**src/rtl/jt900h_memarb_pkg.sv**
```systemverilog
// Shared types and constants for the jt900h CPU / micro-DMA memory arbiter.
// State encodings, grant bit positions and counter widths live here.
package jt900h_memarb_pkg;

    typedef enum logic [1:0] {
        ST_IDLE   = 2'd0,
        ST_ACCESS = 2'd1,
        ST_DONE   = 2'd2
    } state_t;

    localparam int GNT_CPU = 0;
    localparam int GNT_DMA = 1;
    localparam logic [1:0] GNT_NONE = 2'b00;

    localparam int LAT_W    = 3;
    localparam int STREAK_W = 4;

    function automatic logic is_write(input logic [1:0] we);
        return we != 2'b00;
    endfunction

endpackage

```
**src/rtl/jt900h_memarb_pick.sv**
```systemverilog
// Combinational requester selection: DMA has priority unless it has already
// taken the bus LOCKMAX times in a row while the CPU was waiting.
module jt900h_memarb_pick
    import jt900h_memarb_pkg::*;
(
    input  logic       cpu_req,
    input  logic       dma_req,
    input  logic       at_limit,
    output logic [1:0] grant
);

    always_comb begin
        grant = GNT_NONE;
        if (dma_req && !(cpu_req && at_limit)) begin
            grant[GNT_DMA] = 1'b1;
        end else if (cpu_req) begin
            grant[GNT_CPU] = 1'b1;
        end
    end

endmodule

```
**src/rtl/jt900h_memarb.sv**
```systemverilog
// Shares one 16-bit memory bus between the jt900h CPU and the micro-DMA engine.
// Each access runs IDLE -> ACCESS -> DONE; reads wait MEMLAT cen-qualified cycles.
module jt900h_memarb
    import jt900h_memarb_pkg::*;
#(
    parameter int MEMLAT  = 1,
    parameter int LOCKMAX = 4
) (
    input  logic        clk,
    input  logic        rst,
    input  logic        cen,
    input  logic        cpu_req,
    input  logic [23:0] cpu_addr,
    input  logic [1:0]  cpu_we,
    input  logic [15:0] cpu_dout,
    output logic [15:0] cpu_din,
    output logic        cpu_rdy,
    input  logic        dma_req,
    input  logic [23:0] dma_addr,
    input  logic [1:0]  dma_we,
    input  logic [15:0] dma_dout,
    output logic [15:0] dma_din,
    output logic        dma_rdy,
    output logic [23:0] mem_addr,
    output logic [15:0] mem_dout,
    input  logic [15:0] mem_din,
    output logic [1:0]  mem_we,
    output logic        mem_cs,
    output logic [1:0]  gnt
);

    state_t                state_reg;
    logic [LAT_W-1:0]      lat_reg;
    logic [STREAK_W-1:0]   streak_reg;
    logic [1:0]            gnt_reg;
    logic [23:0]           addr_reg;
    logic [15:0]           dout_reg;
    logic [1:0]            we_reg;
    logic                  cs_reg;
    logic                  cpu_rdy_reg;
    logic                  dma_rdy_reg;
    logic [15:0]           cpu_din_reg;
    logic [15:0]           dma_din_reg;

    logic [1:0]            pick;
    logic                  at_limit;

    assign at_limit = (streak_reg == STREAK_W'(LOCKMAX));

    jt900h_memarb_pick u_pick (
        .cpu_req  (cpu_req),
        .dma_req  (dma_req),
        .at_limit (at_limit),
        .grant    (pick)
    );

    always_ff @(posedge clk or negedge rst) begin
        if (!rst) begin
            state_reg   <= ST_IDLE;
            lat_reg     <= '0;
            streak_reg  <= '0;
            gnt_reg     <= GNT_NONE;
            addr_reg    <= '0;
            dout_reg    <= '0;
            we_reg      <= 2'b00;
            cs_reg      <= 1'b0;
            cpu_rdy_reg <= 1'b0;
            dma_rdy_reg <= 1'b0;
            cpu_din_reg <= '0;
            dma_din_reg <= '0;
        end else if (cen) begin
            case (state_reg)
                ST_IDLE: begin
                    if (pick != GNT_NONE) begin
                        gnt_reg   <= pick;
                        cs_reg    <= 1'b1;
                        lat_reg   <= LAT_W'(MEMLAT);
                        state_reg <= ST_ACCESS;
                        if (pick[GNT_DMA]) begin
                            addr_reg <= dma_addr;
                            dout_reg <= dma_dout;
                            we_reg   <= dma_we;
                            // The streak only measures how long the CPU has been kept waiting
                            if (!cpu_req) begin
                                streak_reg <= '0;
                            end else if (!at_limit) begin
                                streak_reg <= streak_reg + STREAK_W'(1);
                            end
                        end else begin
                            addr_reg   <= cpu_addr;
                            dout_reg   <= cpu_dout;
                            we_reg     <= cpu_we;
                            streak_reg <= '0;
                        end
                    end
                end
                ST_ACCESS: begin
                    if (is_write(we_reg) || lat_reg == '0) begin
                        if (!is_write(we_reg)) begin
                            if (gnt_reg[GNT_CPU]) begin
                                cpu_din_reg <= mem_din;
                            end else begin
                                dma_din_reg <= mem_din;
                            end
                        end
                        cpu_rdy_reg <= gnt_reg[GNT_CPU];
                        dma_rdy_reg <= gnt_reg[GNT_DMA];
                        we_reg      <= 2'b00;
                        cs_reg      <= 1'b0;
                        gnt_reg     <= GNT_NONE;
                        state_reg   <= ST_DONE;
                    end else begin
                        lat_reg <= lat_reg - LAT_W'(1);
                    end
                end
                ST_DONE: begin
                    cpu_rdy_reg <= 1'b0;
                    dma_rdy_reg <= 1'b0;
                    state_reg   <= ST_IDLE;
                end
                default: begin
                    state_reg <= ST_IDLE;
                end
            endcase
        end
    end

    // Strobes are held in their registers while cen is low and only shown on a cen-high cycle
    assign mem_we   = we_reg & {2{cen}};
    assign cpu_rdy  = cpu_rdy_reg & cen;
    assign dma_rdy  = dma_rdy_reg & cen;
    assign mem_addr = addr_reg;
    assign mem_dout = dout_reg;
    assign mem_cs   = cs_reg;
    assign gnt      = gnt_reg;
    assign cpu_din  = cpu_din_reg;
    assign dma_din  = dma_din_reg;

endmodule

```
**config.mk**
```make
export PLATFORM = sky130hd
export DESIGN_NAME = jt900h_memarb
export DESIGN_NICKNAME = d
export VERILOG_FILES = /design/src/rtl/jt900h_memarb_pkg.sv /design/src/rtl/jt900h_memarb_pick.sv /design/src/rtl/jt900h_memarb.sv
export SDC_FILE = /design/constraint.sdc
export NUM_CORES = 1
export LEC_CHECK = 0
export ABC_AREA = 1
export BUFFER_PORTS_ARGS = -buffer_cell sky130_fd_sc_hd__buf_4
export CORE_MARGIN = 2
export CORE_UTILIZATION = 30
export CTS_CLUSTER_DIAMETER = 120
export DETAILED_ROUTE_END_ITERATION = 8
export PLACE_DENSITY_LB_ADDON = 0.1
export SLEW_MARGIN = 25
export SYNTH_ARGS = -nofsm -noshare
export SYNTH_HDL_FRONTEND = slang
export SYNTH_SLANG_ARGS = --single-unit
```
**constraint.sdc**
```tcl
create_clock -name clk -period 1.6 [get_ports clk]
set_input_delay 0.08 -clock clk [delete_from_list [all_inputs] [get_ports clk]]
set_output_delay 0.08 -clock clk [all_outputs]
set_load 0.01 [all_outputs]
```
# [After elaboration in Yosys (flattened, before gate mapping)]
# Cells that the tools add are included.
[word_totals] register_bits=88 out_inout_bits=79 word_cells=71
[op_classes] addsub=2 eq_ne=7 mux=27 bitwise_logic=5 reduce_logical=18
[ops] operator="$mux W24" n=1
[ops] operator="$mux W16" n=1
[ops] operator="$mux W2" n=6
[ops] operator="$mux W4" n=3
[ops] operator="$pmux W2 S2" n=3
[ops] operator="$reduce_and A4 Y1" n=3
[ops] operator="$reduce_and A5 Y1" n=2
[ops] operator="$reduce_and A3 Y1" n=3
[ops] operator="$reduce_bool A2 Y1" n=4
[ops] operator="$mux W1" n=7
[ops] operator="$mux W3" n=2
[ops] operator="$ne A2 B2 Y1 const B" n=3
[ops] operator="$pmux W1 S2" n=3
[ops] operator="$pmux W3 S2" n=1
[ops] operator="$add A4 B1 Y4 const B" n=1
[ops] operator="$eq A4 B3 Y1 const B" n=1
[ops] operator="$logic_not A3 Y1" n=1
[ops] operator="$ne A3 B3 Y1 const B" n=1
[ops] operator="$sub A3 B1 Y3 const B" n=1
[ops] operator="$and A1 B1 Y1" n=2
[ops] operator="$and A2 B2 Y2" n=1
[ops] operator="$eq A2 B1 Y1 const B" n=1
[ops] operator="$eq A2 B2 Y1 const B" n=1
[ops] operator="$logic_and A1 B1 Y1" n=2
[ops] operator="4 further kinds" n=5

# [Longest topological paths before layout]
[depth] word_depth=8 depth_mapped=10 mapped_depth_nobuf=9

# [Modules after synthesis]
# From an unflattened synthesis, not the netlist that was laid out.
[hier_totals] cells_unflattened=498 hier_area_um2=4147.7
[by_module_without_submodules] mod="jt900h_memarb" n_inst=1 cells_each=494 area_each_um2=4120.2 seq_area_each_um2=2202.1
[by_module_without_submodules] mod="jt900h_memarb_pick" n_inst=1 cells_each=4 area_each_um2=27.5 seq_area_each_um2=0.0

# [Worst setup path before layout]
# No wires, ideal clock.
[synth_path] path_kind="reg-to-reg" from="reg streak_reg[0]" to="reg dout_reg[11], in the netlist mem_dout[11]" setup_ns=0.118 arrival_time_ns=1.349 required_ns=1.482 path_slack_ns=0.133 stages_incl_launch_ff=10 path_buffers=1 period_less_slack_ns=1.467 path_cell_list="dfrtp_1 > inv_1 > ha_1 > nand2_1 > inv_1 > nand2_1 > clkbuf_1 > nand3_1 > nand3_1 > nand2_1"
[synth_between] elab_chain_len=7 elab_cells_between_ends=9
[synth_lines] element="from (decl)" line_no="jt900h_memarb.sv:34" rtl="logic [STREAK_W-1:0] streak_reg;"
[synth_lines] element="from (signal assigned)" line_no="jt900h_memarb.sv:87" rtl="streak_reg <= streak_reg + STREAK_W'(1);"
[synth_lines] element="$eq A4 B3 Y1 (*)" line_no="jt900h_memarb.sv:48" rtl="assign at_limit = (streak_reg == STREAK_W'(LOCKMAX));"
[synth_lines] element="$logic_and A1 B1 Y1 (*)" line_no="jt900h_memarb_pick.sv:14" rtl="if (dma_req && !(cpu_req && at_limit)) begin"
[synth_lines] element="$logic_not A1 Y1 (*)" line_no="jt900h_memarb_pick.sv:14"
[synth_lines] element="$logic_and A1 B1 Y1 (*)" line_no="jt900h_memarb_pick.sv:14"
[synth_lines] element="$mux W1" line_no="jt900h_memarb_pick.sv:14"
[synth_lines] element="$reduce_bool A2 Y1" line_no="jt900h_memarb.sv:74" rtl="if (pick != GNT_NONE) begin"
[synth_lines] element="$reduce_and A3 Y1 (no source line)"
[synth_lines] element="to (signal assigned)" line_no="jt900h_memarb.sv:81" rtl="dout_reg <= dma_dout;"
[synth_lines] element="to (signal assigned)" line_no="jt900h_memarb.sv:91" rtl="dout_reg <= cpu_dout;"
[synth_lines] element="to (decl)" line_no="jt900h_memarb.sv:37" rtl="logic [15:0] dout_reg;"
# Mark *: on every way between the ends. The rest lies on a longest branch, timed or not.
# A chain may end at the register's enable or synchronous reset.

# [Worst setup path in the final report]
[layout_path] from="reg streak_reg[0]" to="reg addr_reg[23], in the netlist mem_addr[23]"
[layout_between] elab_chain_len=7 elab_cells_between_ends=9
[layout_lines] element="$eq A4 B3 Y1 (*)" line_no="jt900h_memarb.sv:48"
[layout_lines] element="$logic_and A1 B1 Y1 (*)" line_no="jt900h_memarb_pick.sv:14"
[layout_lines] element="$logic_not A1 Y1 (*)" line_no="jt900h_memarb_pick.sv:14"
[layout_lines] element="$logic_and A1 B1 Y1 (*)" line_no="jt900h_memarb_pick.sv:14"
[layout_lines] element="$mux W1" line_no="jt900h_memarb_pick.sv:14"
[layout_lines] element="$reduce_bool A2 Y1" line_no="jt900h_memarb.sv:74"
[layout_lines] element="$reduce_and A3 Y1 (no source line)"
[layout_lines] element="to (signal assigned)" line_no="jt900h_memarb.sv:80" rtl="addr_reg <= dma_addr;"
[layout_lines] element="to (signal assigned)" line_no="jt900h_memarb.sv:90" rtl="addr_reg <= cpu_addr;"
[layout_lines] element="to (decl)" line_no="jt900h_memarb.sv:36" rtl="logic [23:0] addr_reg;"
# Marks and branches as above.

==> impl_metrics.toml <==
[status]
status = "finished clean"

[detailed_routing]
antenna_left = 0
drtPass1Iterations = 4
drt_iter0_markers = 185
wl_per_cell_um = 13.3
via_per_inst = 4.49
vias = 4566
drc_errors = 0
drt-total-wl_mm = 13.5

[critical_path]
critPathLaunchType = "flop"
reg2reg_to = "mem_addr[23]"
r2r_cells = 9
crit_buf_inv = 3
critical-path-max-stage-delay_ns = 0.38
cp_top_family = "simple AND/OR/NAND/NOR gates"
cp.required_ns = 1.83
crit_type = "reg -> reg"
cpMaxStageDelayCell = "dfrtp_1"
arrival_ns = 1.71
r2r_start = "streak_reg[0]"
rrSetupSlack_ns = 0.12
crit_path_cell_trace = "inv_1 > ha_1 > nand2_1 > inv_1 > nand2_4 > clkbuf_16 > nand3_1 > nand3_1 > nand2_1"
worst_setup_path_end_kind = "flop"
crit_fanout = 21

[sta]
slew_headroom_pct = 64.6
period_needed_ns = 1.48
worstMarginPinSlew_ns = 0.530
fmax_mhz = 675
drv_slew = 0
finalWorstSetupSlack_ns = 0.120
hold_violations = 0
finalClockSkew_ns = 0.00686
setup_viol = 0
fin_crit_sh_pct = 92.5
tns_ns = 0

[synth]
synth-compound-area-share_pct = 0.690
synth_cell_type_count = 22
synthAdderAreaFrac_pct = 1.10
synth_top_family_by_area = "simple AND/OR/NAND/NOR gates"
synth_flop_cell = "dfrtp_1"
synth_seq_cells = 88
mappedNetlistArea_um2 = 4530
synth_largest_area_cell = "dfrtp_1"
yosys_warnings = 0
yosys-top-cells-area = "dfrtp_1, nand2_1, nand3_1"
synthCells = 627
synth_xor_area_share_pct = 0.193
synthSimpleGateAreaFrac_pct = 36.9
synth_fp_nets = 736
yosysMostFrequentCell = "nand2_1"
yosysTopAreaCellShare_pct = 48.6
seq_area_frac_synth_pct = 48.6
synth_edf_count = 0
synthTopCellsByCount = "nand2_1, nand3_1, inv_1, dfrtp_1, buf_2"
synthArstFlopShare_pct = 100
avgSynthCellArea_um2 = 7.23
synth_mux_area_share_pct = 0

[power_and_ir_drop]
p_sw_share_pct = 36.3
p_leak_nw = 4.04
power_frac_comb_pct = 41.5
internal-power_w = 0.00674
irDropWorstVdd_v = 0.000601
pwr-share-clk_pct = 22.1
p_switching_w = 0.00384
pwr-share-seq_pct = 36.4
power_density_nw_per_um2 = 1550

[floorplan]
die_w_um = 127
initial_core_util_pct = 31.0
num_rows = 44
fp.dieArea_um2 = 16100
num_io_pins = 184
chipHeight_um = 127
core-area_um2 = 14600

[clocking]
clock_latency_ns = 0.34
cts.sink_count = 88
cts-root-buf = "clkbuf_16"
htree_levels = 3
cts.path.max_buffers = 2
cts_tree = "yes"
clk_pin_slew_ns = 0.06
cts_buffers = 9

[global_route]
grt_overflow_total = 0
antenna_found_initial = 0
grt_max_degree = 43
grt_usage_pct = 16.5
grt_pass1_wl_mm = 21.4
grt_pass1_vias = 4509

[final_layout]
syn_to_final_growth_pct = 50.3
num-fill-cells = 1459
finalNetCount = 936
drive_gt1_share_pct = 27.9
final_util_pct = 46.5
num_antenna_cells = 0
largest_register_ffs = 24

[place]
pre_cts_ws_ns = 0.0703
hpwlAfterDp_mm = 9.39
gp_congestion = 0.831
io_buffers = 183

[worst_hold_path]
hold_path_depth = 5
min_path_type = "in -> reg"
min_to = "mem_addr[0]"
hold_start = "cpu_addr[0]"

[job]
maxCapViolations = 0
==> metrics by stage <==
stage | power [W] | hold slack [ns] | instances | area [um^2]
2_1_floorplan | 0.00593 | -0.216 | 627 | 4530
3_3_place_gp | 0.00813 | 0.0907 | 978 | 6180
3_5_place_dp | 0.00821 | 0.0978 | 978 | 6180
4_1_cts | 0.0106 | 0.0149 | 1011 | 6690
5_1_grt | 0.0114 | 0.0512 | 1016 | 6820
6_report | 0.0106 | 0.0310 | 1016 | 6820
==> worst max path at each step <==
stage                        from      endpoint  slack, ns  depth (start not counted)
floorplan           streak_reg[0]  mem_dout[11]       0.13                          9
detailed placement     lat_reg[0]    lat_reg[1]       0.07                          8
CTS                    lat_reg[0]    lat_reg[1]       0.06                          8
global route        streak_reg[0]  mem_dout[13]     -0.002                         10
finish              streak_reg[0]  mem_addr[23]       0.12                          9
global placement    streak_reg[0]   mem_addr[7]       0.12                          9
==> final cells by class <==
type	count	area, um^2	area share (%)
multi-input combinational	401	1810	26.5
clock buffer	12	256	3.76
tap	184	230	3.38
sequential	88	2200	32.3
timing repair buffer	219	1840	27.0
clock inverter	4	76.3	1.12
inverter	108	405	5.95
==> cell families after synthesis <==
family | Yosys count
buf+inv | 138
compound gates | 5
simple gates | 391
xor+xnor | 1
flops | 88
fa+ha+maj | 4
==> worst min-delay path: stages <==
cell and delay (ns):
buf_4 0.08, inv_1 0.03, nand2_1 0.05, nand3_1 0.05, nand2_1 0.05
==> cells in the final DEF (no fill, tap or decap), drive strengths merged <==
cell           n
o21ai          2
clkinvlp       1
clkbuf        15
buf          199
xnor2          1
nor3           1
nand2        244
a21boi         1
nand3        128
a21oi          2
bufinv         2
nor2          15
clkinv         2
dlygate4sd3   17
dfrtp         88
inv          107
ha             4
nand4          3
==> per-layer routing <==
| metal | share of wire (%) | wire [um] | vias to the layer above | global-route usage (%) |
|---|---|---|---|---|
| met5 | 0 | 0 | - | 0 |
| met1 | 44 | 5990 | 2080 | 20.9 |
| met2 | 46 | 6260 | 167 | 27.6 |
| li1 | - | - | 2305 | - |
| met3 | 7.5 | 1010 | 14 | 4.09 |
| met4 | 1.6 | 212 | 0 | 5.43 |
==> power groups by stage <==
stage	clock [W]	sequential (W)	combinational [W]
final	0.00234	0.00385	0.00439
after global routing	0.00248	0.00398	0.00493
after CTS	0.00242	0.00386	0.00437
after detailed placement	0	0.00387	0.00434
after global placement	0	0.00385	0.00427
after floorplan	0	0.00413	0.00179
==> repair_timing <==
| item | 4_1_cts | 5_1_grt |
|---|---|---|
| hold buffers | 17 | 0 |
| hold endpoints to repair | 65 | 0 |
| setup endpoints to repair | 0 | 67 |
| resized for setup | 0 | 9 |
| setup buffers | 0 | 2 |
Power figures use the tool's default switching activity.
